File: src/rtl/pp_run_ctrl_pkg.sv
// Shared types and helpers for the pp run controller: FSM states, termination
// cause encodings and a width-generic saturating increment.
package pp_run_pkg;

  typedef enum logic [2:0] {
    IDLE  = 3'd0,
    RESET = 3'd1,
    RUN   = 3'd2,
    DRAIN = 3'd3,
    DONE  = 3'd4
  } runState_t;

  typedef logic [2:0] status_t;

  localparam status_t ST_NONE    = 3'd0;
  localparam status_t ST_HALT    = 3'd1;
  localparam status_t ST_TOHOST  = 3'd2;
  localparam status_t ST_STUCK   = 3'd3;
  localparam status_t ST_TIMEOUT = 3'd4;

  // Increment v, holding at the all-ones value of a w-bit counter (w <= 64).
  function automatic logic [63:0] satInc(input logic [63:0] v, input int unsigned w);
    logic [63:0] maxV;
    maxV = (w >= 64) ? '1 : ((64'd1 << w) - 64'd1);
    return (v >= maxV) ? maxV : v + 64'd1;
  endfunction

endpackage

File: src/rtl/pp_run_ctrl_if.sv
// Bundle between the bench/top level and the run controller: start request,
// core observation signals, and the controller's status/counter outputs.
interface pp_run_ctrl_if
  import pp_run_pkg::*;
#(
  parameter int ADDR_W = 32,
  parameter int CNT_W  = 32
);
  logic              start;
  logic [ADDR_W-1:0] iaddr;
  logic              pcHold;
  logic              dWr;
  logic [ADDR_W-1:0] daddr;
  logic [ADDR_W-1:0] dwData;
  logic              coreRstN;
  logic              runEn;
  logic              busy;
  logic              done;
  status_t           status;
  logic [ADDR_W-1:0] exitCode;
  logic [CNT_W-1:0]  cycleCnt;
  logic [CNT_W-1:0]  stallCnt;

  modport master (
    output start, iaddr, pcHold, dWr, daddr, dwData,
    input  coreRstN, runEn, busy, done, status, exitCode, cycleCnt, stallCnt
  );

  modport slave (
    input  start, iaddr, pcHold, dWr, daddr, dwData,
    output coreRstN, runEn, busy, done, status, exitCode, cycleCnt, stallCnt
  );
endinterface

File: src/rtl/pp_run_ctrl_sat_counter.sv
// Saturating up-counter with synchronous clear; clear wins over increment.
module sat_counter
  import pp_run_pkg::*;
#(
  parameter int unsigned W = 32
) (
  input  logic         clk,
  input  logic         rst,
  input  logic         clr,
  input  logic         inc,
  output logic [W-1:0] q
);

  // Count up on inc, park at all-ones instead of wrapping.
  always_ff @(posedge clk or posedge rst) begin
    if (rst) begin
      q <= '0;
    end else if (clr) begin
      q <= '0;
    end else if (inc) begin
      q <= W'(satInc(64'(q), W));
    end
  end

endmodule

File: src/rtl/pp_run_ctrl.sv
// Run controller for the pp core: sequences core reset, gates the core clock
// enable, detects termination (tohost, halt, stuck PC, timeout), drains the
// pipeline and reports cause, exit code and performance counters.
module pp_run_ctrl
  import pp_run_pkg::*;
#(
  parameter int              ADDR_W       = 32,
  parameter int              CNT_W        = 32,
  parameter logic [ADDR_W-1:0] HALT_ADDR  = 'h48,
  parameter logic [ADDR_W-1:0] TOHOST_ADDR = 'hFFF0,
  parameter int              RST_CYCLES   = 4,
  parameter int              DRAIN_CYCLES = 4,
  parameter int              STUCK_LIMIT  = 64,
  parameter int              TIMEOUT      = 100000
) (
  input logic          clk,
  input logic          rst,
  pp_run_ctrl_if.slave bus
);

  runState_t         state;
  logic [CNT_W-1:0]  rstCnt;
  logic [CNT_W-1:0]  drnCnt;
  logic [ADDR_W-1:0] lastPc;
  logic [ADDR_W-1:0] exitCodeQ;
  status_t           statusQ;
  logic              coreRstNQ;
  logic              runEnQ;
  logic              busyQ;
  logic              doneQ;

  logic [CNT_W-1:0]  cycleCnt;
  logic [CNT_W-1:0]  stallCnt;
  logic [CNT_W-1:0]  stuckCnt;

  logic              startRun;
  logic              inRun;
  logic              pcSame;
  logic              hitTohost;
  logic              hitHalt;
  logic              hitStuck;
  logic              hitTimeout;
  status_t           termCause;

  assign startRun   = ((state == IDLE) || (state == DONE)) && bus.start;
  assign inRun      = (state == RUN);
  assign pcSame     = (bus.iaddr == lastPc);
  assign hitTohost  = bus.dWr && (bus.daddr == TOHOST_ADDR);
  assign hitHalt    = (bus.iaddr >= HALT_ADDR);
  assign hitStuck   = (stuckCnt == CNT_W'(STUCK_LIMIT - 1)) && pcSame;
  // >= so a counter parked at saturation still reports the timeout.
  assign hitTimeout = (cycleCnt >= CNT_W'(TIMEOUT - 1));

  // Pick the single highest-priority termination cause for this cycle.
  always_comb begin
    termCause = ST_NONE;
    if (hitTohost) begin
      termCause = ST_TOHOST;
    end else if (hitHalt) begin
      termCause = ST_HALT;
    end else if (hitStuck) begin
      termCause = ST_STUCK;
    end else if (hitTimeout) begin
      termCause = ST_TIMEOUT;
    end
  end

  sat_counter #(.W(CNT_W)) uCycleCnt (
    .clk (clk),
    .rst (rst),
    .clr (startRun),
    .inc ((state == RUN) || (state == DRAIN)),
    .q   (cycleCnt)
  );

  sat_counter #(.W(CNT_W)) uStallCnt (
    .clk (clk),
    .rst (rst),
    .clr (startRun),
    .inc (inRun && bus.pcHold),
    .q   (stallCnt)
  );

  sat_counter #(.W(CNT_W)) uStuckCnt (
    .clk (clk),
    .rst (rst),
    .clr (startRun || (inRun && !pcSame)),
    .inc (inRun && pcSame),
    .q   (stuckCnt)
  );

  // Run sequencing FSM; every output is a register updated with its next state.
  always_ff @(posedge clk or posedge rst) begin
    if (rst) begin
      state     <= IDLE;
      rstCnt    <= '0;
      drnCnt    <= '0;
      lastPc    <= '0;
      statusQ   <= ST_NONE;
      exitCodeQ <= '0;
      coreRstNQ <= 1'b0;
      runEnQ    <= 1'b0;
      busyQ     <= 1'b0;
      doneQ     <= 1'b0;
    end else begin
      case (state)
        IDLE, DONE: begin
          if (bus.start) begin
            state     <= RESET;
            rstCnt    <= CNT_W'(RST_CYCLES - 1);
            lastPc    <= '0;
            statusQ   <= ST_NONE;
            exitCodeQ <= '0;
            coreRstNQ <= 1'b0;
            runEnQ    <= 1'b1;
            busyQ     <= 1'b1;
            doneQ     <= 1'b0;
          end
        end
        RESET: begin
          if (rstCnt == '0) begin
            state     <= RUN;
            coreRstNQ <= 1'b1;
          end else begin
            rstCnt <= rstCnt - 1'b1;
          end
        end
        RUN: begin
          lastPc <= bus.iaddr;
          if (termCause != ST_NONE) begin
            statusQ <= termCause;
            if (termCause == ST_TOHOST) begin
              exitCodeQ <= bus.dwData;
            end
            drnCnt <= CNT_W'(DRAIN_CYCLES);
            if (DRAIN_CYCLES == 0) begin
              state  <= DONE;
              runEnQ <= 1'b0;
              busyQ  <= 1'b0;
              doneQ  <= 1'b1;
            end else begin
              state <= DRAIN;
            end
          end
        end
        DRAIN: begin
          if (drnCnt <= CNT_W'(1)) begin
            state  <= DONE;
            runEnQ <= 1'b0;
            busyQ  <= 1'b0;
            doneQ  <= 1'b1;
          end else begin
            drnCnt <= drnCnt - 1'b1;
          end
        end
        default: begin
          state <= IDLE;
        end
      endcase
    end
  end

  assign bus.coreRstN = coreRstNQ;
  assign bus.runEn    = runEnQ;
  assign bus.busy     = busyQ;
  assign bus.done     = doneQ;
  assign bus.status   = statusQ;
  assign bus.exitCode = exitCodeQ;
  assign bus.cycleCnt = cycleCnt;
  assign bus.stallCnt = stallCnt;

endmodule

File: src/flat_wrapper.sv
// flat-port wrapper written by rule: the top's interface ports become plain ports
module pp_run_ctrl_flat import pp_run_pkg::*;
#(
  parameter int              ADDR_W       = 32,
  parameter int              CNT_W        = 32,
  parameter logic [ADDR_W-1:0] HALT_ADDR  = 'h48,
  parameter logic [ADDR_W-1:0] TOHOST_ADDR = 'hFFF0,
  parameter int              RST_CYCLES   = 4,
  parameter int              DRAIN_CYCLES = 4,
  parameter int              STUCK_LIMIT  = 64,
  parameter int              TIMEOUT      = 100000
)
  (clk, rst, bus_start, bus_iaddr, bus_pcHold, bus_dWr, bus_daddr, bus_dwData, bus_coreRstN, bus_runEn, bus_busy, bus_done, bus_status, bus_exitCode, bus_cycleCnt, bus_stallCnt);
  pp_run_ctrl_if #(.ADDR_W(ADDR_W), .CNT_W(CNT_W)) bus_i ();
  input logic clk;
  input logic rst;
  input wire logic [$bits(bus_i.start)-1:0] bus_start;
  input wire logic [$bits(bus_i.iaddr)-1:0] bus_iaddr;
  input wire logic [$bits(bus_i.pcHold)-1:0] bus_pcHold;
  input wire logic [$bits(bus_i.dWr)-1:0] bus_dWr;
  input wire logic [$bits(bus_i.daddr)-1:0] bus_daddr;
  input wire logic [$bits(bus_i.dwData)-1:0] bus_dwData;
  output wire logic [$bits(bus_i.coreRstN)-1:0] bus_coreRstN;
  output wire logic [$bits(bus_i.runEn)-1:0] bus_runEn;
  output wire logic [$bits(bus_i.busy)-1:0] bus_busy;
  output wire logic [$bits(bus_i.done)-1:0] bus_done;
  output wire logic [$bits(bus_i.status)-1:0] bus_status;
  output wire logic [$bits(bus_i.exitCode)-1:0] bus_exitCode;
  output wire logic [$bits(bus_i.cycleCnt)-1:0] bus_cycleCnt;
  output wire logic [$bits(bus_i.stallCnt)-1:0] bus_stallCnt;
  assign bus_i.start = bus_start;
  assign bus_i.iaddr = bus_iaddr;
  assign bus_i.pcHold = bus_pcHold;
  assign bus_i.dWr = bus_dWr;
  assign bus_i.daddr = bus_daddr;
  assign bus_i.dwData = bus_dwData;
  assign bus_coreRstN = bus_i.coreRstN;
  assign bus_runEn = bus_i.runEn;
  assign bus_busy = bus_i.busy;
  assign bus_done = bus_i.done;
  assign bus_status = bus_i.status;
  assign bus_exitCode = bus_i.exitCode;
  assign bus_cycleCnt = bus_i.cycleCnt;
  assign bus_stallCnt = bus_i.stallCnt;
  pp_run_ctrl #(.ADDR_W(ADDR_W), .CNT_W(CNT_W), .HALT_ADDR(HALT_ADDR), .TOHOST_ADDR(TOHOST_ADDR), .RST_CYCLES(RST_CYCLES), .DRAIN_CYCLES(DRAIN_CYCLES), .STUCK_LIMIT(STUCK_LIMIT), .TIMEOUT(TIMEOUT)) u_core (.clk(clk), .rst(rst), .bus(bus_i));
endmodule
File: config.mk
export PLATFORM = sky130hd
export DESIGN_NAME = pp_run_ctrl_flat
export DESIGN_NICKNAME = d
export VERILOG_FILES = /design/src/rtl/pp_run_ctrl_pkg.sv /design/src/rtl/pp_run_ctrl_if.sv /design/src/rtl/pp_run_ctrl_sat_counter.sv /design/src/rtl/pp_run_ctrl.sv /design/src/flat_wrapper.sv
export SDC_FILE = /design/constraint.sdc
export NUM_CORES = 1
export LEC_CHECK = 0
export ABC_AREA = 0
export BUFFER_PORTS_ARGS = -buffer_cell sky130_fd_sc_hd__buf_4
export CORE_MARGIN = 1.5
export CORE_UTILIZATION = 25
export DETAILED_ROUTE_END_ITERATION = 8
export PLACE_DENSITY = 0.39
export SLEW_MARGIN = 30
export SYNTH_ARGS = -nofsm -noshare
export SYNTH_HDL_FRONTEND = slang
export SYNTH_SLANG_ARGS = --single-unit
File: constraint.sdc
create_clock -name clk -period 9.8 [get_ports clk]
set_input_delay 1.47 -clock clk [delete_from_list [all_inputs] [get_ports clk]]
set_output_delay 1.47 -clock clk [all_outputs]
set_load 0.01 [all_outputs]
---- Word-level counts from Yosys, hierarchy flattened ----
Cells that the tools add are included.
W data, S select, Z words.
word-level totals
  register bits ........................... 233
  input port bits ......................... 101
  output and inout port bits .............. 103
  word-level logic and storage cells ...... 107
cells by class
  add/subtract/negate cells ............... 5
  order comparisons ....................... 6
  equality and inequality tests ........... 15
  multiplexer cells ....................... 40
  reduce and logical (&&, ||, !) cells .... 29
operators with widths
  operator                 number
  $mux W32                 16
  $pmux W32 S2             4
  $add A32 B1 Y32 const B  3
  $ge A32 B32 Y1 const B   3
  $sub A32 B1 Y32 const B  2
  $eq A32 B16 Y1 const B   1
  $eq A32 B32 Y1           1
  $eq A32 B6 Y1 const B    1
  $ge A32 B17 Y1 const B   1
  $ge A32 B7 Y1 const B    1
  $le A32 B1 Y1 const B    1
  $logic_not A32 Y1        1
  $mux W3                  10
  $reduce_and A3 Y1        5
  $reduce_bool A2 Y1       7
  $ne A2 B2 Y1 const B     6
  $pmux W3 S4              1
  $eq A3 B2 Y1 const B     3
  $reduce_and A4 Y1        2
  $logic_and A1 B1 Y1      6
  $pmux W1 S2              3
  $pmux W3 S2              1
  $mux W1                  5
  $eq A3 B1 Y1 const B     1
  other kinds (8)          10

---- Depth between registers and ports, before layout ----
Gate-level depths: netlist of the first run.
  depth after elaboration ................. 9
  mapped depth ............................ 11
  mapped depth without buffers ............ 9

---- Modules after synthesis ----
Synthesis of the first run repeated with hierarchy kept, for this count alone.
second synthesis, totals
  cells, all modules ...................... 1,384
  area total of the unflattened synthesis .. 12,921.1 µm²
modules (own cells, without submodules)
  module                              times used  cells each  area an instance (µm²)  seq. area each (µm²)
  pp_run_ctrl                         1           767         7,049.3                 3,428.3
  sat_counter (u_core.uCycleCnt ...)  2           210         2,028.2                 800.8
  sat_counter (u_core.uStuckCnt)      1           197         1,815.5                 800.8

---- Worst setup path before layout of the first run ----
OpenSTA, ideal clock, no wires.
  path kind ............................... input-to-reg
  from .................................... input bus_daddr[17]
  to ...................................... register u_core.drnCnt[4]
  setup time .............................. 0.077 ns
  arrival time ............................ 3.704 ns
  data required time ...................... 9.723 ns
  slack ................................... 6.019 ns
  stages .................................. 8
  buffers on the path ..................... 1
  cells stage by stage .................... or4_1 nor4_1 nand4_1 and3_1 and3_4 buf_2 or4b_2 a21oi_1
on the way
  cells in the longest elaborated chain, start to end .. 6
RTL lines
  what                                line                text
  from (decl)                         flat_wrapper.sv:21  input wire logic [$bits(bus_i.daddr)-1:0] bus_daddr;
  $eq A32 B16 Y1                      pp_run_ctrl.sv:48   assign hitTohost = bus.dWr && (bus.daddr == TOHOST_ADDR);
  $logic_and A1 B1 Y1                 pp_run_ctrl.sv:48
  $mux W3                             pp_run_ctrl.sv:57   if (hitTohost) begin
  $reduce_bool A3 Y1                  pp_run_ctrl.sv:130  if (termCause != ST_NONE) begin
  $ne A2 B2 Y1 (no source line)       --
  $reduce_and A3 Y1 (no source line)  --
  to (signal assigned)                pp_run_ctrl.sv:135  drnCnt <= CNT_W'(DRAIN_CYCLES);
  to (signal assigned)                pp_run_ctrl.sv:153  drnCnt <= drnCnt - 1'b1;
  to (decl)                           pp_run_ctrl.sv:23   logic [CNT_W-1:0] drnCnt;
No other way between the ends.
A chain may end at the register's enable or synchronous reset.

---- Final worst setup path of the first run ----
  from .................................... input bus_daddr[17]
  to ...................................... register u_core.drnCnt[29]
The elaborated chain is that of the path after synthesis.

==> impl_metrics.yaml, run 1 <==
clock_tree:
  cts_max_level: 1
  cts_tree: "yes"
  postCtsSetupRepairBufs: 0
  cts_sinks: 233
  clockBufferDepth: 3
  cts_buffers: 30
  root_buffer: "clkbuf_16"
  clkTransAtPathRegs_ps: 60
  postCtsHoldBufs: 0
  clk_latency_ps: 560
  cts_resized: 0
logic_synthesis:
  netlist_instances: 1304
  synthAdderAreaFrac: 0.00624
  synth_top_family_by_area: "simple AND/OR/NAND/NOR gates"
  synth.distinct_cells: 63
  synth_edf_count: 0
  yosysTopAreaCellShare: 0.485
  ys_seq_elements: 233
  yosys_warnings: 0
  ys_seq_area_frac: 0.485
  synth_xor_area_frac: 0.0444
  synth-simple-area-share: 0.243
  synthFlopType: "dfrtp_1"
  async_flop_share: 1.00
  syn-cell-area_sq_um: 12000
  yosysTopAreaCell: "dfrtp_1"
  synth_mux_area_frac: 0.000832
  synth_most_common_cell: "dfrtp_1"
  synth.area.top_cells: "dfrtp_1 48%, a22o_1 4.7%, o21ai_0 4.2%"
  synth.cells.most_frequent: "233 x dfrtp_1, 127 x nor2_1, 102 x o21ai_0"
  synth_nets: 1411
  synth_compound_area_frac: 0.188
  syn_area_per_cell_sq_um: 9.22
flow_run:
  drv_cap: 0
grt:
  grt_pass1_vias: 10761
  grt_overflow: 0
  grt_usage: 0.151
  grt_pass1_wl_mm: 61.2
  antenna_found_initial: 0
  grt_max_degree: 129
die:
  rows: 80
  io_pins: 204
  dieArea_sq_um: 49400
  initial_core_util: 0.252
  dieHeight_um: 222
  core-area_sq_um: 47600
  die_w_um: 222
hold_path:
  holdPathStages: 1
  hp-class: "flop to flop"
  min_delay_worst_endpoint: "u_core.bus.done$_DFFE_PP0P_"
  min-delay-start: "u_core.bus.done$_DFFE_PP0P_"
route:
  drc_errors: 0
  dr.pass1.iters: 5
  drt_iter0_drc: 626
  via_count: 10765
  post_drt_wl_per_cell_um: 17.7
  routed_wl_mm: 37.4
  vias_per_cell: 5.09
  detail-route-antenna-nets: 0
timing:
  hold_viol_final: 0
  fin_skew_ps: 13.1
  max_slew_margin: 0.347
  worst_slack_ps: 5930
  period_share: 0.395
  finalSetupViolCount: 0
  final_max_slew_viol_count: 0
  rsz0062_at_grt: "false"
  tns_ps: 0
  tightest_slew_ps: 973
  fin_crit_ps: 3870
  fmax_ghz: 0.258
layout:
  finish.instance_area_sq_um: 15200
  area_growth_pct: 26.3
  register_area_sq_um: 5830
  multi_input_area_sq_um: 5830
  num-fill-cells: 5023
  nets: 1584
  layout-drive-gt1-share: 0.199
setup_path:
  critPathMaxFanout: 49
  worstSetupPathType: "input pin to flop"
  r2r-end: "u_core.drnCnt[29]$_DFFE_PP0P_"
  end_kind: "flop"
  r2r_cells: 8
  start_kind: "input pin"
  required_ps: 10230
  worstPathArrival_ps: 4300
  r2r_slack_ps: 6240
  cp-startpoint: "bus_daddr[17]"
  r2r_start: "u_core.uStuckCnt.q[15]$_DFFE_PP0P_"
placed_design:
  hpwl_mm: 24.6
  postPlaceCellArea_sq_um: 14200
  pre_cts_ws_ps: 5300
  gp_congestion: 0.740
  portBuffers: 203
pwr:
  p_leak_nw: 6.62
  power_density_nw_per_um2: 230
  irDropWorstVdd_uv: 130
outcome:
  status: "complete, no violations"
where the power goes:
group,switching [W],internal (W)
registers,0.000213,0.00117
clock network,0.000436,0.000684
logic,0.000567,0.000427
total,0.00122,0.00228
cell usage in the layout (no fill, tap or decap), types with 5 or more instances in the layout:
cell,instances
a211oi_1,11
a21oi_1,98
a22o_1,65
a311oi_1,15
a31oi_1,29
and2_1,10
and3_1,29
and4_1,17
buf_4,219
clkbuf_1,5
clkbuf_16,31
clkbuf_8,8
clkinv_2,7
dfrtp_1,233
ha_1,6
inv_1,24
nand2_1,71
nand2b_1,9
nand3_1,51
nand3b_1,6
nand4_1,32
nor2_1,123
nor2b_1,9
nor3_1,62
nor4_1,42
o21ai_0,102
o31ai_1,10
o41ai_1,5
or2_2,7
or3_1,23
or4_1,20
xnor2_1,18
xor2_1,43
worst max-delay path, cell delays in order:
cell and delay (ps):
buf_4 100, or4_1 510, nor4_1 470, nand4_1 330, and3_1 290, and3_4 330, nor2_2 360, buf_4 340
a21oi_1 80
worst max-delay path by stage:
stage                                                 end  slack [ps]  depth (start not counted)
after floorplan           u_core.bus.coreRstN$_DFFE_PP0P_        1940                          1
after global placement       u_core.drnCnt[4]$_DFFE_PP0P_        5350                          9
after detailed placement    u_core.drnCnt[30]$_DFFE_PP0P_        5300                          9
after CTS                   u_core.drnCnt[25]$_DFFE_PP0P_        5900                          9
after global routing        u_core.drnCnt[21]$_DFFE_PP0P_        5720                          9
final                       u_core.drnCnt[29]$_DFFE_PP0P_        5930                          9
sequential cells by signal (all words and copies together), names as in the netlist:
signal and cells:
u_core.bus.runEn 1, u_core.lastPc 32, u_core.drnCnt 32, u_core.uStuckCnt.q 32, u_core.rstCnt 32, u_core.bus.status 3
u_core.state 3, u_core.bus.coreRstN 1, u_core.bus.done 1, u_core.uCycleCnt.q 32, u_core.uStallCnt.q 32, u_core.bus.exitCode 32
metal layers:
| layer | GRT usage | up-vias | routed length, um |
|---|---|---|---|
| met5 | 0 | - | 0 |
| li1 | - | 5211 | - |
| met1 | 0.216 | 5274 | 18600 |
| met4 | 0.0298 | 0 | 672 |
| met2 | 0.236 | 236 | 16400 |
| met3 | 0.0284 | 44 | 1750 |
cell type report:
type | instances | share of cell area
antenna | 1 | 0.000165
multi-input combinational | 968 | 0.384
clock buffer | 44 | 0.0596
tap | 615 | 0.0507
sequential | 233 | 0.384
clock inverter | 9 | 0.00626
timing repair buffer | 219 | 0.108
inverter | 25 | 0.00700
per-stage QoR:
| step | utilization | cells | hold WS, ps | power (W) |
|---|---|---|---|---|
| finish | 0.319 | 2114 | 482 | 0.00349 |
| global placement | 0.298 | 2060 | 472 | 0.00239 |
| detailed placement | 0.298 | 2060 | 477 | 0.00239 |
| global route | 0.319 | 2113 | 516 | 0.00373 |
| CTS | 0.319 | 2113 | 490 | 0.00355 |
| floorplan | - | 1304 | 469 | 0.00202 |
cells by family (layout without fill, tap and decap cells):
family / count (synthesis) / in the layout
muxes: 1 / 1
other: 0 / 1
buffers and inverters: 103 / 297
DFF: 233 / 233
AOI/OAI and AO/OA: 355 / 355
and+or+nand+nor: 545 / 545
adders and majority gates: 6 / 6
xor gates and xnor gates: 61 / 61
Note: power is estimated with default switching activity, not from simulation.
==> run 2: changes to the inputs <==
- ABC_AREA: 0 -> 1
- PLACE_DENSITY: 0.39 -> 0.4
- clock period: 9.8 -> 3.33 ns (I/O delays scaled with it)
==> run 2 against run 1 <==
Clock power rose to 3.1 times the previous value. Combinational power grew to 6.9 times the previous value. Critical endpoint is now u_core.drnCnt[15]$_DFFE_PP0P_. Hold slack got worse by 340 ps. Global-route usage grew 1.0 points.
==> impl_metrics.yaml, run 2 <==
route:
  detail-route-antenna-nets: 0
  dr.pass1.iters: 6
  post_drt_wl_per_cell_um: 16.3
  vias_per_cell: 4.66
  drc_errors: 0
  drt_iter0_drc: 978
  routed_wl_mm: 48.3
  via_count: 13852
setup_path:
  critPathMaxFanout: 64
  required_ps: 3770
  end_kind: "flop"
  endpoint: "u_core.drnCnt[15]$_DFFE_PP0P_"
  worstSetupPathType: "flop to flop"
  path_cells: "ha_1 -> nand2_1 -> nor2_4 -> inv_2 -> nor3_2 -> nand2_1 -> nor2_1 -> nand3_1 -> nand3_2 -> nand2_4 -> nand2_1 -> o21ai_0"
  r2r_cells: 12
  r2r_slack_ps: 830
  start_kind: "flop"
  cpPeakStageDelay_ps: 370
  cp-startpoint: "u_core.uStuckCnt.q[0]$_DFFE_PP0P_"
  cpMaxStageDelayCell: "dfrtp_1"
  worst_path_most_repeated_cell: "nand2_1"
  worstPathArrival_ps: 2950
  r2r_start: "u_core.uStuckCnt.q[0]$_DFFE_PP0P_"
  r2r-end: "u_core.drnCnt[15]$_DFFE_PP0P_"
layout:
  layout-drive-gt1-share: 0.157
  layout_commonest_cell: "nand2_1"
  multi_input_area_sq_um: 7430
  num-fill-cells: 6257
  register_area_sq_um: 5830
  area_growth_pct: 23.9
  final_cell_mix: "530 x nand2_1, 233 x dfrtp_1, 225 x nor2_1, 221 x buf_4, 205 x inv_1"
  antenna_cells: 0
  fin_util: 0.314
  nets: 2301
  finish.instance_area_sq_um: 17800
clock_tree:
  cts_resized: 0
  cts_sinks: 233
  clk_latency_ps: 590
  cts_max_level: 1
  clockBufferDepth: 3
  root_buffer: "clkbuf_16"
  cts_buffers: 31
  clkTransAtPathRegs_ps: 60
  cts_tree: "yes"
logic_synthesis:
  synth.area.top_cells: "dfrtp_1 41%, nand2_1 14%, nor2_1 5.9%"
  synth.cells.most_frequent: "530 x nand2_1, 233 x dfrtp_1, 227 x nor2_1"
  ys_seq_area_frac: 0.406
  synth_nets: 2098
  synth.distinct_cells: 43
  yosysTopAreaCellShare: 0.406
  async_flop_share: 1.00
  yosysTopAreaCell: "dfrtp_1"
  synth_most_common_cell: "nand2_1"
  ys_seq_elements: 233
  synth_edf_count: 0
  synthFlopType: "dfrtp_1"
  syn-cell-area_sq_um: 14400
  yosys_warnings: 0
  syn_area_per_cell_sq_um: 7.21
  netlist_instances: 1991
pwr:
  power_density_nw_per_um2: 817
  irDropWorstVdd_uv: 404
  p_leak_nw: 8.42
  total_power_w: 0.0145
grt:
  grt_max_degree: 113
  grt_usage: 0.161
  grt_overflow: 0
  grt_pass1_wl_mm: 77.0
  antenna_found_initial: 2
  grt_pass1_vias: 13574
placed_design:
  hpwl_mm: 35.1
  portBuffers: 203
  postPlaceCellArea_sq_um: 16700
  gp_congestion: 0.854
timing:
  final_max_slew_viol_count: 0
  fin_skew_ps: 9.82
  hold_viol_final: 0
  finalSetupViolCount: 0
  rsz0062_at_grt: "false"
  tightest_slew_ps: 830
  fin_crit_ps: 2500
  fmax_ghz: 0.400
  max_slew_margin: 0.446
  period_share: 0.751
die:
  rows: 87
  io_pins: 204
  dieArea_sq_um: 58900
  dieHeight_um: 243
  core-area_sq_um: 56600
  die_w_um: 243
  initial_core_util: 0.254
flow_run:
  drv_cap: 0
hold_path:
  hp-class: "input pin to flop"
  min-delay-start: "bus_dwData[23]"
outcome:
  status: "complete, no violations"
==> run 2: power by group <==
group,leakage (nW),internal [W],switching (W)
sequential,3.19,0.00346,0.000726
clock,0.515,0.00210,0.00138
combinational,4.71,0.00236,0.00450
total,8.42,0.00792,0.00661
==> run 2: through the flow <==
stage / setup TNS, ps / hold slack (ps) / setup WS (ps) / instances
after floorplan: -51120 / 459 / -219 / 1991
after global placement: 0 / 470 / 615 / 2916
after CTS: 0 / 102 / 486 / 2972
final: 0 / 142 / 828 / 2972
after detailed placement: 0 / 478 / 495 / 2916
after global routing: 0 / 117 / 578 / 2972
==> run 2: repair_timing <==
| action | CTS | global route |
|---|---|---|
| endpoints found under the hold margin | 12 | 0 |
| buffers inserted | 0 | 0 |
| hold buffers | 1 | 0 |
==> run 2: worst min path at each step <==
stage                                     endpoint  depth (start not counted)
6_report       u_core.bus.exitCode[23]$_DFFE_PP0P_                          2
3_5_place_dp           u_core.bus.done$_DFFE_PP0P_                          2
2_1_floorplan         u_core.drnCnt[1]$_DFFE_PP0P_                          2
4_1_cts        u_core.bus.exitCode[25]$_DFFE_PP0P_                          2
5_1_grt        u_core.bus.exitCode[15]$_DFFE_PP0P_                          2
3_3_place_gp      u_core.bus.status[0]$_DFFE_PP0P_                          2
==> run 2: cell type report <==
cell class / count / area share
clock buffers: 43 / 0.0507
clock inverters: 12 / 0.00809
inverters: 219 / 0.0464
multi-input cells: 1485 / 0.418
flip-flops and latches: 233 / 0.328
well taps: 756 / 0.0532
repair buffers: 224 / 0.0961
==> run 2: cell families (layout without fill, tap and decap cells) <==
group	after synthesis	in the layout	share of synthesized area
and+or+nand+nor	1116	1116	0.346
AOI/OAI and AO/OA	275	275	0.113
buffers and inverters	273	498	0.0768
DFF	233	233	0.406
xor gates and xnor gates	88	88	0.0537
adders and majority gates	6	6	0.00523
==> run 2: worst max-delay path: cells and delay by family, from the launching register on <==
family	cells	cell delay (ps)
compound gates	1	90
fa+ha+maj	1	210
buf+inv	1	70
flops	1	370
simple gates	9	1540
==> run 2: metal layers <==
metal,GRT usage,vias to the layer above,part of all wire
met5,0,-,0.00046
met4,0.0311,4,0.017
met3,0.0247,51,0.042
met2,0.267,247,0.47
met1,0.222,6600,0.47
li1,-,6950,-
==> run 3: changes to the inputs <==
- PLACE_DENSITY: 0.4 -> 0.38
- clock period: 3.33 -> 2.4 ns (I/O delays scaled with it)
==> run 3 against run 2 <==
Sequential power grew 38%. Non-clock buffer count grew 42. Die area is the same. Via count grew 1.0%. Power grew 45%. Setup slack lost 580 ps. Critical path depth shrank 3. First-iteration DRC count shrank 26%.
==> impl_metrics.yaml, run 3 (synthesis gave the netlist of run 2 again) <==
outcome:
  status: "complete, no violations"
timing:
  tns_ps: 0
  fmax_ghz: 0.464
  hold_viol_final: 0
  fin_crit_ps: 2160
  worst_slack_ps: 244
  finalSetupViolCount: 0
  tightest_slew_ps: 679
  max_slew_margin: 0.547
  final_max_slew_viol_count: 0
  fin_skew_ps: 23.4
  period_share: 0.898
  rsz0062_at_grt: "false"
pwr:
  power_density_nw_per_um2: 1150
  p_leak_nw: 8.69
  total_power_w: 0.0211
  irDropWorstVdd_uv: 634
clock_tree:
  cts_resized: 0
  cts_tree: "yes"
  clk_latency_ps: 550
  root_buffer: "clkbuf_16"
  postCtsHoldBufs: 1
  clkTransAtPathRegs_ps: 60
  cts_sinks: 233
  cts_max_level: 2
  clockBufferDepth: 3
  postCtsSetupRepairBufs: 0
  cts_buffers: 34
setup_path:
  worstSetupPathType: "flop to flop"
  required_ps: 2850
  start_kind: "flop"
  r2r-end: "u_core.uStallCnt.q[30]$_DFFE_PP0P_"
  cp-startpoint: "u_core.state[1]$_DFFE_PP0P_"
  r2r_cells: 9
  critPathMaxFanout: 18
  end_kind: "flop"
  r2r_slack_ps: 240
  r2r_start: "u_core.state[1]$_DFFE_PP0P_"
  worstPathArrival_ps: 2610
  endpoint: "u_core.uStallCnt.q[30]$_DFFE_PP0P_"
route:
  drt_iter0_drc: 725
  detail-route-antenna-nets: 0
  via_count: 13992
  post_drt_wl_per_cell_um: 16.5
  drc_errors: 0
  dr.pass1.iters: 5
  vias_per_cell: 4.64
  routed_wl_mm: 49.7
layout:
  final_cell_mix: "530 x nand2_1, 257 x buf_4, 233 x dfrtp_1, 225 x nor2_1, 205 x inv_1"
  layout_commonest_cell: "nand2_1"
  nets: 2346
  antenna_cells: 0
  area_growth_pct: 27.3
  layout-drive-gt1-share: 0.173
flow_run:
  drv_cap: 0
die:
  rows: 87
  core-area_sq_um: 56600
  initial_core_util: 0.254
  dieArea_sq_um: 58900
  io_pins: 204
  die_w_um: 243
  dieHeight_um: 243
placed_design:
  portBuffers: 203
  pre_cts_ws_ps: 213
  hpwl_mm: 36.8
  gp_congestion: 0.855
hold_path:
  hp-class: "input pin to flop"
grt:
  grt_max_degree: 61
  antenna_found_initial: 1
  grt_pass1_vias: 14051
  grt_pass1_wl_mm: 80.0
  grt_usage: 0.169
  grt_overflow: 0
==> run 3: changes by cell type in the layout (fill, tap and decap cells not counted) <==
cell / delta
buf_12: +6
buf_4: +36
bufinv_16: +1
clkbuf_1: +1
clkbuf_16: +4
clkbuf_8: -4
clkinv_2: -4
clkinv_4: +1
inv_6: +2
inv_8: +1
==> run 3: through the flow <==
step	hold slack [ps]	util	instance area, sq um	std cells
6_report	47.5	0.323	18300	3016
3_5_place_dp	362	0.302	17100	2958
4_1_cts	11.0	0.323	18300	3016
5_1_grt	25.4	0.323	18300	3016
2_1_floorplan	459	-	14400	1991
3_3_place_gp	361	0.302	17100	2958
==> run 3: critical path, cell delays in order (launching register included) <==
cell and delay, ps:
dfrtp_1 450, inv_2 100, nor2_4 30, inv_2 160, nor2_8 80, nand2_1 80, inv_2 40, nor2_2 520
inv_2 330, o21ai_0 260
==> run 3: worst min path at each step <==
stage | from | depth (start not counted) | to
after global routing | bus_dwData[8] | 2 | u_core.bus.exitCode[8]$_DFFE_PP0P_
after floorplan | u_core.drnCnt[1]$_DFFE_PP0P_ | 2 | u_core.drnCnt[1]$_DFFE_PP0P_
after CTS | bus_dwData[7] | 2 | u_core.bus.exitCode[7]$_DFFE_PP0P_
final | bus_dwData[7] | 2 | u_core.bus.exitCode[7]$_DFFE_PP0P_
after detailed placement | rst | 2 | u_core.lastPc[6]$_DFFE_PP0P_
after global placement | rst | 2 | u_core.lastPc[6]$_DFFE_PP0P_
==> run 3: layer usage <==
layer	track usage	up-vias	wire, um	part of all wire
li1	-	7043	-	-
met3	0.0282	52	1920	0.039
met2	0.282	215	23600	0.47
met5	0	-	13	0.00026
met1	0.227	6680	23300	0.47
met4	0.0437	2	859	0.017
==> run 3: final cells by class <==
cell class | count | area, sq um
clock buffers | 44 | 950
clock inverters | 13 | 191
fillers | 6177 | 38300
inverters | 219 | 826
multi-input cells | 1485 | 7430
flip-flops and latches | 233 | 5830
well taps | 756 | 946
repair buffers | 266 | 2100
==> run 3: where the power goes <==
part | leakage (nW) | internal (W) | total (W) | switching (W)
Sequential | 3.19 | 0.00480 | 0.00575 | 0.000950
Combinational | 4.94 | 0.00370 | 0.0101 | 0.00638
Clock | 0.554 | 0.00323 | 0.00527 | 0.00204
